[src/rtl/dm_arbiter_if.sv]
// One requester's req/ack channel to the DM arbiter; master = requester, slave = arbiter.
// The request fields are held stable from req until ack; err/rdata are valid with ack.
interface dm_arbiter_if;
    logic        req;
    logic        we;
    logic [31:0] addr;
    logic [31:0] wdata;
    logic        ack;
    logic        err;
    logic [31:0] rdata;

    modport master (output req, we, addr, wdata, input ack, err, rdata);
    modport slave  (input req, we, addr, wdata, output ack, err, rdata);
endinterface

[src/rtl/dm_arbiter.sv]
// Shares one DM between ports A/B: IDLE->ACCESS(LATENCY)->RESP, ack LATENCY+1 cycles after grant, 1 if misaligned;
// losers stall on req until IDLE. DM_ARB_ROUND_ROBIN_EN selects round-robin ties, else A has fixed priority.
module dm_arbiter #(
    parameter int LATENCY = 1,
    parameter int CNT_W   = 4
) (
    input  logic        clk,
    input  logic        reset,
    dm_arbiter_if.slave a_if,
    dm_arbiter_if.slave b_if,
    output logic [31:0] dm_addr_o,
    output logic [31:0] dm_wdata_o,
    output logic        dm_re_o,
    output logic        dm_we_o,
    input  logic [31:0] dm_rdata_i,
    output logic        busy_o
);
    typedef enum logic [1:0] {IDLE, ACCESS, RESP} state_e;
    typedef enum logic {OWN_A, OWN_B} owner_e;

    localparam logic [CNT_W-1:0] CNT_INIT = CNT_W'(LATENCY - 1);

    state_e            state_q, state_d;
    owner_e            owner_q, owner_d;
    owner_e            last_owner_q, last_owner_d;
    logic              we_q, we_d;
    logic [31:2]       addr_q, addr_d;
    logic [31:0]       wdata_q, wdata_d;
    logic              err_q, err_d;
    logic [CNT_W-1:0]  cnt_q, cnt_d;
    logic [31:0]       a_rdata_q, a_rdata_d;
    logic [31:0]       b_rdata_q, b_rdata_d;

    logic              grant_b;
    logic              sel_we;
    logic [31:0]       sel_addr;
    logic [31:0]       sel_wdata;

    always_ff @(posedge clk) begin
        if (reset) begin
            state_q      <= IDLE;
            owner_q      <= OWN_A;
            last_owner_q <= OWN_B;
            we_q         <= 1'b0;
            addr_q       <= '0;
            wdata_q      <= '0;
            err_q        <= 1'b0;
            cnt_q        <= '0;
            a_rdata_q    <= '0;
            b_rdata_q    <= '0;
        end else begin
            state_q      <= state_d;
            owner_q      <= owner_d;
            last_owner_q <= last_owner_d;
            we_q         <= we_d;
            addr_q       <= addr_d;
            wdata_q      <= wdata_d;
            err_q        <= err_d;
            cnt_q        <= cnt_d;
            a_rdata_q    <= a_rdata_d;
            b_rdata_q    <= b_rdata_d;
        end
    end

    always_comb begin
`ifdef DM_ARB_ROUND_ROBIN_EN
        grant_b = b_if.req && (!a_if.req || last_owner_q == OWN_A);
`else
        grant_b = b_if.req && !a_if.req;
`endif
        sel_we    = grant_b ? b_if.we    : a_if.we;
        sel_addr  = grant_b ? b_if.addr  : a_if.addr;
        sel_wdata = grant_b ? b_if.wdata : a_if.wdata;
    end

    always_comb begin
        state_d      = state_q;
        owner_d      = owner_q;
        last_owner_d = last_owner_q;
        we_d         = we_q;
        addr_d       = addr_q;
        wdata_d      = wdata_q;
        err_d        = err_q;
        cnt_d        = cnt_q;
        a_rdata_d    = a_rdata_q;
        b_rdata_d    = b_rdata_q;
        dm_addr_o    = '0;
        dm_wdata_o   = '0;
        dm_re_o      = 1'b0;
        dm_we_o      = 1'b0;

        case (state_q)
            IDLE: begin
                if (a_if.req || b_if.req) begin
                    owner_d      = grant_b ? OWN_B : OWN_A;
                    last_owner_d = owner_d;
                    we_d         = sel_we;
                    addr_d       = sel_addr[31:2];
                    wdata_d      = sel_wdata;
                    // Misaligned requests skip DM entirely and answer with err.
                    if (sel_addr[1:0] == 2'b00) begin
                        state_d = ACCESS;
                        cnt_d   = CNT_INIT;
                        err_d   = 1'b0;
                    end else begin
                        state_d = RESP;
                        err_d   = 1'b1;
                    end
                end
            end
            ACCESS: begin
                dm_addr_o  = {addr_q, 2'b00};
                dm_wdata_o = wdata_q;
                dm_re_o    = !we_q;
                // cnt still at its load value marks the first cycle: exactly one write per store.
                dm_we_o    = we_q && (cnt_q == CNT_INIT);
                if (cnt_q == '0) begin
                    state_d = RESP;
                    if (!we_q) begin
                        if (owner_q == OWN_A) a_rdata_d = dm_rdata_i;
                        else                  b_rdata_d = dm_rdata_i;
                    end
                end else begin
                    cnt_d = cnt_q - CNT_W'(1);
                end
            end
            RESP: begin
                state_d = IDLE;
            end
            default: begin
                state_d = IDLE;
            end
        endcase
    end

    assign a_if.ack   = (state_q == RESP) && (owner_q == OWN_A);
    assign b_if.ack   = (state_q == RESP) && (owner_q == OWN_B);
    assign a_if.err   = a_if.ack && err_q;
    assign b_if.err   = b_if.ack && err_q;
    assign a_if.rdata = a_rdata_q;
    assign b_if.rdata = b_rdata_q;
    assign busy_o     = (state_q != IDLE);
endmodule

[src/flat_wrapper.sv]
// flat-port wrapper written by rule: the top's interface ports become plain ports
module dm_arbiter_flat 
#(
    parameter int LATENCY = 1,
    parameter int CNT_W   = 4
)
  (clk, reset, dm_addr_o, dm_wdata_o, dm_re_o, dm_we_o, dm_rdata_i, busy_o, a_if_req, a_if_we, a_if_addr, a_if_wdata, a_if_ack, a_if_err, a_if_rdata, b_if_req, b_if_we, b_if_addr, b_if_wdata, b_if_ack, b_if_err, b_if_rdata);
  dm_arbiter_if a_if_i ();
  dm_arbiter_if b_if_i ();
  input  logic clk;
  input  logic reset;
  output logic [31:0] dm_addr_o;
  output logic [31:0] dm_wdata_o;
  output logic dm_re_o;
  output logic dm_we_o;
  input  logic [31:0] dm_rdata_i;
  output logic busy_o;
  input wire logic [$bits(a_if_i.req)-1:0] a_if_req;
  input wire logic [$bits(a_if_i.we)-1:0] a_if_we;
  input wire logic [$bits(a_if_i.addr)-1:0] a_if_addr;
  input wire logic [$bits(a_if_i.wdata)-1:0] a_if_wdata;
  output wire logic [$bits(a_if_i.ack)-1:0] a_if_ack;
  output wire logic [$bits(a_if_i.err)-1:0] a_if_err;
  output wire logic [$bits(a_if_i.rdata)-1:0] a_if_rdata;
  input wire logic [$bits(b_if_i.req)-1:0] b_if_req;
  input wire logic [$bits(b_if_i.we)-1:0] b_if_we;
  input wire logic [$bits(b_if_i.addr)-1:0] b_if_addr;
  input wire logic [$bits(b_if_i.wdata)-1:0] b_if_wdata;
  output wire logic [$bits(b_if_i.ack)-1:0] b_if_ack;
  output wire logic [$bits(b_if_i.err)-1:0] b_if_err;
  output wire logic [$bits(b_if_i.rdata)-1:0] b_if_rdata;
  assign a_if_i.req = a_if_req;
  assign a_if_i.we = a_if_we;
  assign a_if_i.addr = a_if_addr;
  assign a_if_i.wdata = a_if_wdata;
  assign a_if_ack = a_if_i.ack;
  assign a_if_err = a_if_i.err;
  assign a_if_rdata = a_if_i.rdata;
  assign b_if_i.req = b_if_req;
  assign b_if_i.we = b_if_we;
  assign b_if_i.addr = b_if_addr;
  assign b_if_i.wdata = b_if_wdata;
  assign b_if_ack = b_if_i.ack;
  assign b_if_err = b_if_i.err;
  assign b_if_rdata = b_if_i.rdata;
  dm_arbiter #(.LATENCY(LATENCY), .CNT_W(CNT_W)) u_core (.clk(clk), .reset(reset), .a_if(a_if_i), .b_if(b_if_i), .dm_addr_o(dm_addr_o), .dm_wdata_o(dm_wdata_o), .dm_re_o(dm_re_o), .dm_we_o(dm_we_o), .dm_rdata_i(dm_rdata_i), .busy_o(busy_o));
endmodule
[config.mk]
export PLATFORM = sky130hd
export DESIGN_NAME = dm_arbiter_flat
export DESIGN_NICKNAME = d
export VERILOG_FILES = /design/src/rtl/dm_arbiter_if.sv /design/src/rtl/dm_arbiter.sv /design/src/flat_wrapper.sv
export SDC_FILE = /design/constraint.sdc
export NUM_CORES = 1
export LEC_CHECK = 0
export CAP_MARGIN = 20
export CORE_MARGIN = 2
export CORE_UTILIZATION = 45
export CTS_CLUSTER_SIZE = 25
export DETAILED_ROUTE_END_ITERATION = 10
export DONT_BUFFER_PORTS = 1
export PLACE_DENSITY = 0.69
export RECOVER_POWER = 25
export SLEW_MARGIN = 20
export SYNTH_ARGS = -nofsm -noshare
export SYNTH_HDL_FRONTEND = slang
export SYNTH_SLANG_ARGS = --single-unit
[constraint.sdc]
create_clock -name clk -period 1.8 [get_ports clk]
set_clock_uncertainty 0.1 [all_clocks]
set_input_delay 0.45 -clock clk [delete_from_list [all_inputs] [get_ports clk]]
set_output_delay 0.45 -clock clk [all_outputs]
set_load 0.05 [all_outputs]
=== After elaboration in Yosys (flattened, before gate mapping) ===
Index checks and enable logic that the tools add are counted.

* Bits in latches: 0
* Logic and storage cells: 54
* ROM bits: 0
* Memories: 0
* Output and inout bits: 135
* RAM bits: 0
* Register bits: 135
* Input port bits: 166

* Bitwise logic cells: 2
* Multiplexer cells: 17
* Add/sub/neg operators: 1
* Div/mod/pow operators: 0
* Reductions and logical operators: 19
* Shifts and indexed selects: 0
* Order comparisons: 0
* Equal/unequal tests: 6
* Multiply operators: 0

{| class="wikitable"
|+ Operator list
! operator !! count
|-
| $mux 32 || 4
|-
| $mux 4 || 3
|-
| $reduce_and 4->1 || 3
|-
| $pmux 4 s2 || 1
|-
| $logic_and 1x1->1 || 6
|-
| $mux 2 || 3
|-
| $ne 2x1->1 const B || 3
|-
| $mux 1 || 5
|-
| $logic_not 2->1 || 2
|-
| $logic_not 4->1 || 1
|-
| $pmux 2 s2 || 1
|-
| $reduce_and 2->1 || 2
|-
| $reduce_bool 2->1 || 2
|-
| $sub 4x1->4 const B || 1
|-
| $eq 2x1->1 const B || 1
|-
| $eq 2x2->1 const B || 1
|-
| $logic_not 1->1 || 2
|-
| $ne 2x2->1 const B || 1
|-
| $not 1->1 || 2
|-
| $logic_or 1x1->1 || 1
|}

=== Longest topological paths before layout ===
Gate-level depths: netlist of the first run.

* Depth in word-level cells: 7
* Mapped depth: 8
* Depth with buffers taken out: 6

=== Worst setup path after synthesis of the first run ===
No wires, ideal clock.

* Kind: reg-to-output
* Start point: register u_core.state_q[1]
* End point: output a_if_err
* Data required time: 1.250 ns
* Stages on the path, launching flop included: 3
* Data arrival time: 2.201 ns
* Slack: -0.951 ns
* Buffers on the path: 0
* Path through: dfxtp_1 nor3b_1 and2_1

* Longest elaborated chain between the ends: 3

{| class="wikitable"
|+ RTL lines
! what !! RTL line !! source
|-
| from (decl) || dm_arbiter.sv:23 || <nowiki>state_e state_q, state_d;</nowiki>
|-
| from (signal assigned) || dm_arbiter.sv:52 || <nowiki>state_q <= state_d;</nowiki>
|-
| $eq 2x2->1 || dm_arbiter.sv:136 || <nowiki>assign a_if.ack = (state_q == RESP) && (owner_q == OWN_A);</nowiki>
|-
| $logic_and 1x1->1 || dm_arbiter.sv:136 ||
|-
| named net a_if_ack || flat_wrapper.sv:22 || <nowiki>output wire logic [$bits(a_if_i.ack)-1:0] a_if_ack;</nowiki>
|-
| $logic_and 1x1->1 || dm_arbiter.sv:138 || <nowiki>assign a_if.err = a_if.ack && err_q;</nowiki>
|-
| to (decl) || flat_wrapper.sv:23 || <nowiki>output wire logic [$bits(a_if_i.err)-1:0] a_if_err;</nowiki>
|}

The timed path passes the listed nets, and every way through them passes these cells.

=== Worst setup path after layout of the first run ===
* Start point: register u_core.state_q[1]
* End point: output dm_we_o

* Longest elaborated chain between the ends: 2

{| class="wikitable"
|+ RTL lines
! what !! RTL line !! source
|-
| $eq 2x1->1 || dm_arbiter.sv:92 || <nowiki>case (state_q)</nowiki>
|-
| $mux 1 || dm_arbiter.sv:92 ||
|-
| to (decl) || flat_wrapper.sv:15 || <nowiki>output logic dm_we_o;</nowiki>
|}

Every way passes these cells.

==> results.yml, run 1 <==
setup_path:
  path_common_cell: "buf_12"
  critPathKind: "reg2out"
  worstReg2RegEnd: "u_core.a_if.rdata[3]"
  worst-path-max-fanout: 8
  crit_path_max_incr_delay_ns: 0.36
  cp.arrival_ns: 1.52
  r2r_slack_ns: -0.16
  cp-start-kind: "flop"
  worstPathRequired_ns: 1.25
  r2r-start: "u_core.cnt_q[0]"
  crit_path_end_kind: "output pin"
  path_cells: "nor2b_4, buf_12, buf_12, and3_4, buf_12"
  critPathSlowestCell: "dfxtp_4"
  rr_worst_depth: 10
cells_and_area:
  num_antenna_cells: 0
  final_area_sq_um: 7880
  area_delta_synth_final_pct: 31.2
  drive_gt1_frac: 0.366
  nets: 876
  layout_common_cells: "dfxtp_1 (131), nor2_1 (71), nand2_1 (70)"
  final_common_cell: "dfxtp_1"
sta:
  hold_viol: 0
  fmax_mhz: 483
  slew-limit-headroom: 0.575
  finalSetupViolCount: 101
  setup_ws_ns: -0.270
  finalMaxSlewViolations: 0
  grt_setup_unrepaired: "true"
  period_needed_ns: 2.07
  tightestPinTransition_ns: 0.631
  post-route-period-util: 1.15
global_routing:
  grt-ovfl-total: 0
  grt_max_degree: 138
  antenna_found_initial: 0
  grtUsageTotal: 0.232
  first_global_vias: 4810
  grt_pass1_wl_um: 25600
detailed_routing:
  vias_per_cell: 5.59
  drtIter0Drc: 244
  wl_per_cell_um: 19.2
  drt_pre_antenna_iters: 5
  ant_nets: 0
  drc_errors: 0
  wl_um: 17200
  via_count: 5018
die:
  die-height_um: 120
  placementRows: 42
  die_width_um: 120
  io_pins: 301
  dieArea_sq_um: 14300
  fp.coreArea_sq_um: 13100
  initial_core_util: 0.457
synth:
  yosysWarnings: 0
  ys_ff_latch: 135
  synth_area_sq_um: 6000
  ys_seq_area_frac: 0.450
  postSynthAreaPerCell_sq_um: 8.66
  synthCells: 693
  yosysUniqueCellTypes: 34
place:
  place_area_sq_um: 6600
  hpwlAfterDp_um: 11000
  port_buffers: 0
  place.gp.congestion: 0.913
cts:
  htreeDepth: 4
  cts_made_buffers: 17
  cts_tree: "built"
  clock_latency_ns: 0.41
  clockBufferDepth: 2
  cts_num_sinks: 135
  root_buffer: "clkbuf_16"
  path_clk_slew_ns: 0.06
min_path:
  hold_depth: 1
  holdCritPathClass: "in2reg"
  min_from: "reset"
  hold_end: "u_core.b_if.rdata[9]"
job:
  drv_cap: 0
power_and_ir_drop:
  power.leakage_nw: 3.34
  total_power_mw: 7.85
  vdd_drop_max_uv: 518
  powerDensity_nw_per_um2: 997
outcome:
  status: "finished, violations left"
  failed_checks: "setup timing"
==> report_power, final <==
group	leakage (nW)	internal (mW)	switching, mW
Combinational	1.95	0.391	0.540
Clock	0.282	2.18	1.35
Sequential	1.11	3.19	0.192
Total	3.34	5.77	2.08
==> routing by layer <==
metal / GRT usage / up-vias / part of all wire
li1: - / 2400 / -
met1: 0.265 / 2373 / 0.39
met2: 0.404 / 221 / 0.52
met3: 0.0699 / 24 / 0.074
met4: 0.0941 / 0 / 0.019
met5: 0 / - / 0
==> synth_stat cells <==
library cell,n,share of area
nor3b_2,2,0.0042
inv_1,3,0.0019
nand2b_1,2,0.0021
buf_6,3,0.0056
or3b_4,1,0.0019
nand3_1,2,0.0017
buf_2,10,0.0083
a21oi_1,38,0.032
nor2b_1,3,0.0031
o32ai_1,2,0.0029
a211oi_1,64,0.080
a22oi_1,1,0.0013
nor4_4,1,0.0035
or3_1,1,0.0010
nor3b_1,1,0.0013
o21ai_1,1,0.00083
and3_1,2,0.0021
nor3_1,3,0.0025
nand2_1,132,0.083
o211ai_1,1,0.0013
o21ai_0,2,0.0017
nand3b_1,3,0.0038
mux2i_1,64,0.11
ha_1,2,0.0042
and2_1,64,0.067
clkbuf_1,33,0.021
conb_1,1,0.00062
buf_1,2,0.0013
buf_4,11,0.014
a21oi_2,30,0.044
a2bb2oi_1,1,0.0015
and3b_1,1,0.0015
dfxtp_1,135,0.45
nor2_1,71,0.044
==> cell type report <==
class,count,area (sq um)
clock buffer,17,425
multi-input combinational,497,3550
fill,1105,5260
timing repair buffer,54,776
tap,176,220
inverter,3,11.3
clock inverter,15,178
sequential,135,2710
==> worst max-delay path, delay by kind of cell, from the launching register on <==
kind | cells | cell delay [ns]
and+or+nand+nor | 2 | 0.36
buffers and inverters | 3 | 0.39
DFF | 1 | 0.36
==> registers in the layout (all words and copies together), names as in the netlist <==
name,count
u_core.cnt_q,4
u_core.a_if.rdata,32
u_core.state_q,2
u_core.wdata_q,32
u_core.b_if.rdata,32
u_core.err_q,1
u_core.owner_q,1
u_core.addr_q,30
u_core.we_q,1
==> kinds of logic after synthesis <==
| group | count (synthesis) | share of synthesized area |
|---|---|---|
| AO/OA/AOI/OAI | 140 | 0.165 |
| adder cells (fa/ha/maj) | 2 | 0.00417 |
| buffers and inverters | 62 | 0.0515 |
| flip-flops | 135 | 0.450 |
| multiplexers | 64 | 0.107 |
| other | 1 | 0.000625 |
| AND/OR/NAND/NOR | 289 | 0.222 |
==> worst max path at each step <==
stage | startpoint | end | cells past startpoint
detailed placement | u_core.cnt_q[0] | u_core.a_if.rdata[28] | 7
global placement | u_core.cnt_q[0] | dm_we_o | 5
floorplan | u_core.state_q[1] | a_if_err | 2
finish | u_core.state_q[1] | dm_we_o | 5
CTS | u_core.state_q[1] | dm_wdata_o[23] | 5
global route | u_core.state_q[0] | dm_we_o | 5
==> per-stage QoR <==
step / hold WS [ns] / std cells / util / setup TNS, ns / worst slack (ns)
2_1_floorplan: 0.340 / 694 / - / -1.71 / -0.150
6_report: 0.00617 / 897 / 0.599 / -15.81 / -0.270
3_5_place_dp: 0.370 / 840 / 0.502 / -0.469 / -0.0446
4_1_cts: -0.0200 / 899 / 0.600 / -20.94 / -0.325
5_1_grt: -0.0227 / 897 / 0.599 / -23.94 / -0.322
3_3_place_gp: 0.366 / 840 / 0.502 / 0 / 0.0467
==> what timing repair did <==
item | 4_1_cts | 5_1_grt
gates cloned | 8 | 2
pin swaps | 62 | 26
endpoints found under the hold margin | 78 | 38
setup endpoints to repair | 101 | 110
resized for setup | 89 | 30
buffers inserted | 19 | 4
(Power assumes the default switching activity.)
==> run 2: changes to the inputs <==
--- a/config.mk
+++ b/config.mk
@@ -11,7 +11,7 @@
 export CTS_CLUSTER_SIZE = 25
 export DETAILED_ROUTE_END_ITERATION = 10
 export DONT_BUFFER_PORTS = 1
-export PLACE_DENSITY = 0.69
+export PLACE_DENSITY = 0.67
 export RECOVER_POWER = 25
 export SLEW_MARGIN = 20
 export SYNTH_ARGS = -nofsm -noshare
==> results.yml, run 2 (synthesized netlist as in run 1, its figures left out) <==
setup_path:
  crit_path_max_incr_delay_ns: 0.36
  worstPathRequired_ns: 1.25
  critPathSlowestCell: "dfxtp_4"
  path_cells: "nor2b_4, buf_8, buf_4, and3_4, buf_12"
  cp_top_family: "buffers and inverters"
  cp.arrival_ns: 1.52
  path_buf_inv: 3
  cp-start-kind: "flop"
  critPathKind: "reg2out"
  crit_path_end_kind: "output pin"
  worst-path-max-fanout: 5
sta:
  finalMaxSlewViolations: 0
  period_needed_ns: 2.07
  finalSetupViolCount: 159
  post-route-period-util: 1.15
  hold_viol: 0
  tightestPinTransition_ns: 0.654
  grt_setup_unrepaired: "true"
  setup_ws_ns: -0.274
  slew-limit-headroom: 0.563
  fmax_mhz: 482
global_routing:
  grt-ovfl-total: 0
  grt_pass1_wl_um: 25500
  antenna_found_initial: 0
  first_global_vias: 4938
  grt_max_degree: 77
  grtUsageTotal: 0.230
power_and_ir_drop:
  power.leakage_nw: 3.23
  power.switching_mw: 2.02
  clkPwrFrac: 0.442
  p_seq_frac: 0.428
  total_power_mw: 7.91
  p_int_mw: 5.89
  p_comb_frac: 0.130
  vdd_drop_max_uv: 603
  powerDensity_nw_per_um2: 1000
  p_sw_frac: 0.256
die:
  placementRows: 42
  die_width_um: 120
  die-height_um: 120
  fp.coreArea_sq_um: 13100
  dieArea_sq_um: 14300
  initial_core_util: 0.457
  io_pins: 301
outcome:
  status: "finished, violations left"
  failed_checks: "setup timing"
cts:
  path_clk_slew_ns: 0.06
  clockBufferDepth: 2
  htreeDepth: 4
  cts_tree: "built"
  clock_latency_ns: 0.41
  cts_num_sinks: 135
  cts_made_buffers: 17
  root_buffer: "clkbuf_16"
cells_and_area:
  nets: 886
  seqCellArea_sq_um: 2710
  final_common_cell: "dfxtp_1"
  multi_input_area_sq_um: 3420
  post-route-util: 0.601
  finalNonFillerCells: 906
  num_antenna_cells: 0
  fillers: 1088
  drive_gt1_frac: 0.358
  area_delta_synth_final_pct: 31.4
  layout_common_cells: "dfxtp_1 (131), nand2_1 (76), nor2_1 (70)"
place:
  port_buffers: 0
  hpwlAfterDp_um: 10900
  place.gp.congestion: 0.793
  dp_slack_ns: -0.0663
  place_inst: 841
job:
  drv_cap: 0
min_path:
  holdCritPathClass: "in2reg"
detailed_routing:
  drtIter0Drc: 220
  ant_nets: 0
  via_count: 4974
  wl_um: 17000
  drt_pre_antenna_iters: 5
  wl_per_cell_um: 18.8
  vias_per_cell: 5.49
  drc_errors: 0
## run 2: cell types whose count changed in the layout (fill, tap and decap cells not counted), sizes merged
cell / change
clkinvlp: -4
clkbuf: +7
dlygate4sd3: +5
bufinv: -1
buf: +5
inv: -3
## run 2: power groups by stage
stage	Clock, mW	Combinational [mW]	Sequential, mW
floorplan	0	0.734	3.41
global placement	0	0.842	3.44
detailed placement	0	0.869	3.44
CTS	3.55	1.01	3.38
global route	3.69	1.12	3.41
finish	3.50	1.03	3.39
## run 2: path summary, 6_finish.rpt
check                          endpoint  cells past startpoint               from  slack, ns
hold / removal     u_core.a_if.rdata[3]                      2      dm_rdata_i[3]       0.05
setup reg to reg  u_core.a_if.rdata[13]                      9    u_core.cnt_q[0]      -0.21
setup / recovery                dm_we_o                      5  u_core.state_q[1]      -0.27
hold reg to reg            u_core.err_q                      2       u_core.err_q       0.40
## run 2: final cells by class
cell class	count	share of cell area
clock buffers	24	0.0648
clock inverters	7	0.0116
inverters	3	0.00143
multi-input cells	497	0.433
flip-flops and latches	135	0.343
well taps	176	0.0279
repair buffers	64	0.118
## run 2: per-stage QoR
step / TNS (ns) / hold slack, ns / area (sq um)
after global placement: 0 / 0.374 / 6620
after floorplan: -1.71 / 0.340 / 6290
after CTS: -16.21 / 0.00731 / 7740
after detailed placement: -0.997 / 0.382 / 6620
after global routing: -35.08 / 0.0368 / 7890
final: -23.23 / 0.0504 / 7890
## run 2: what timing repair did
item / in CTS / in global routing
resized for setup: 77 / 15
hold endpoints to repair: 29 / 0
cloned: 5 / 4
endpoints found under the setup margin: 101 / 102
pin swaps: 55 / 19
setup buffers: 15 / 5
hold buffers: 6 / 0
## run 2: per-layer routing
| metal | track usage | up-vias | share of wire |
|---|---|---|---|
| met5 | 0 | - | 0 |
| met4 | 0.0956 | 0 | 0.019 |
| met3 | 0.0547 | 22 | 0.066 |
| met2 | 0.416 | 210 | 0.52 |
| met1 | 0.257 | 2341 | 0.40 |
| li1 | - | 2401 | - |
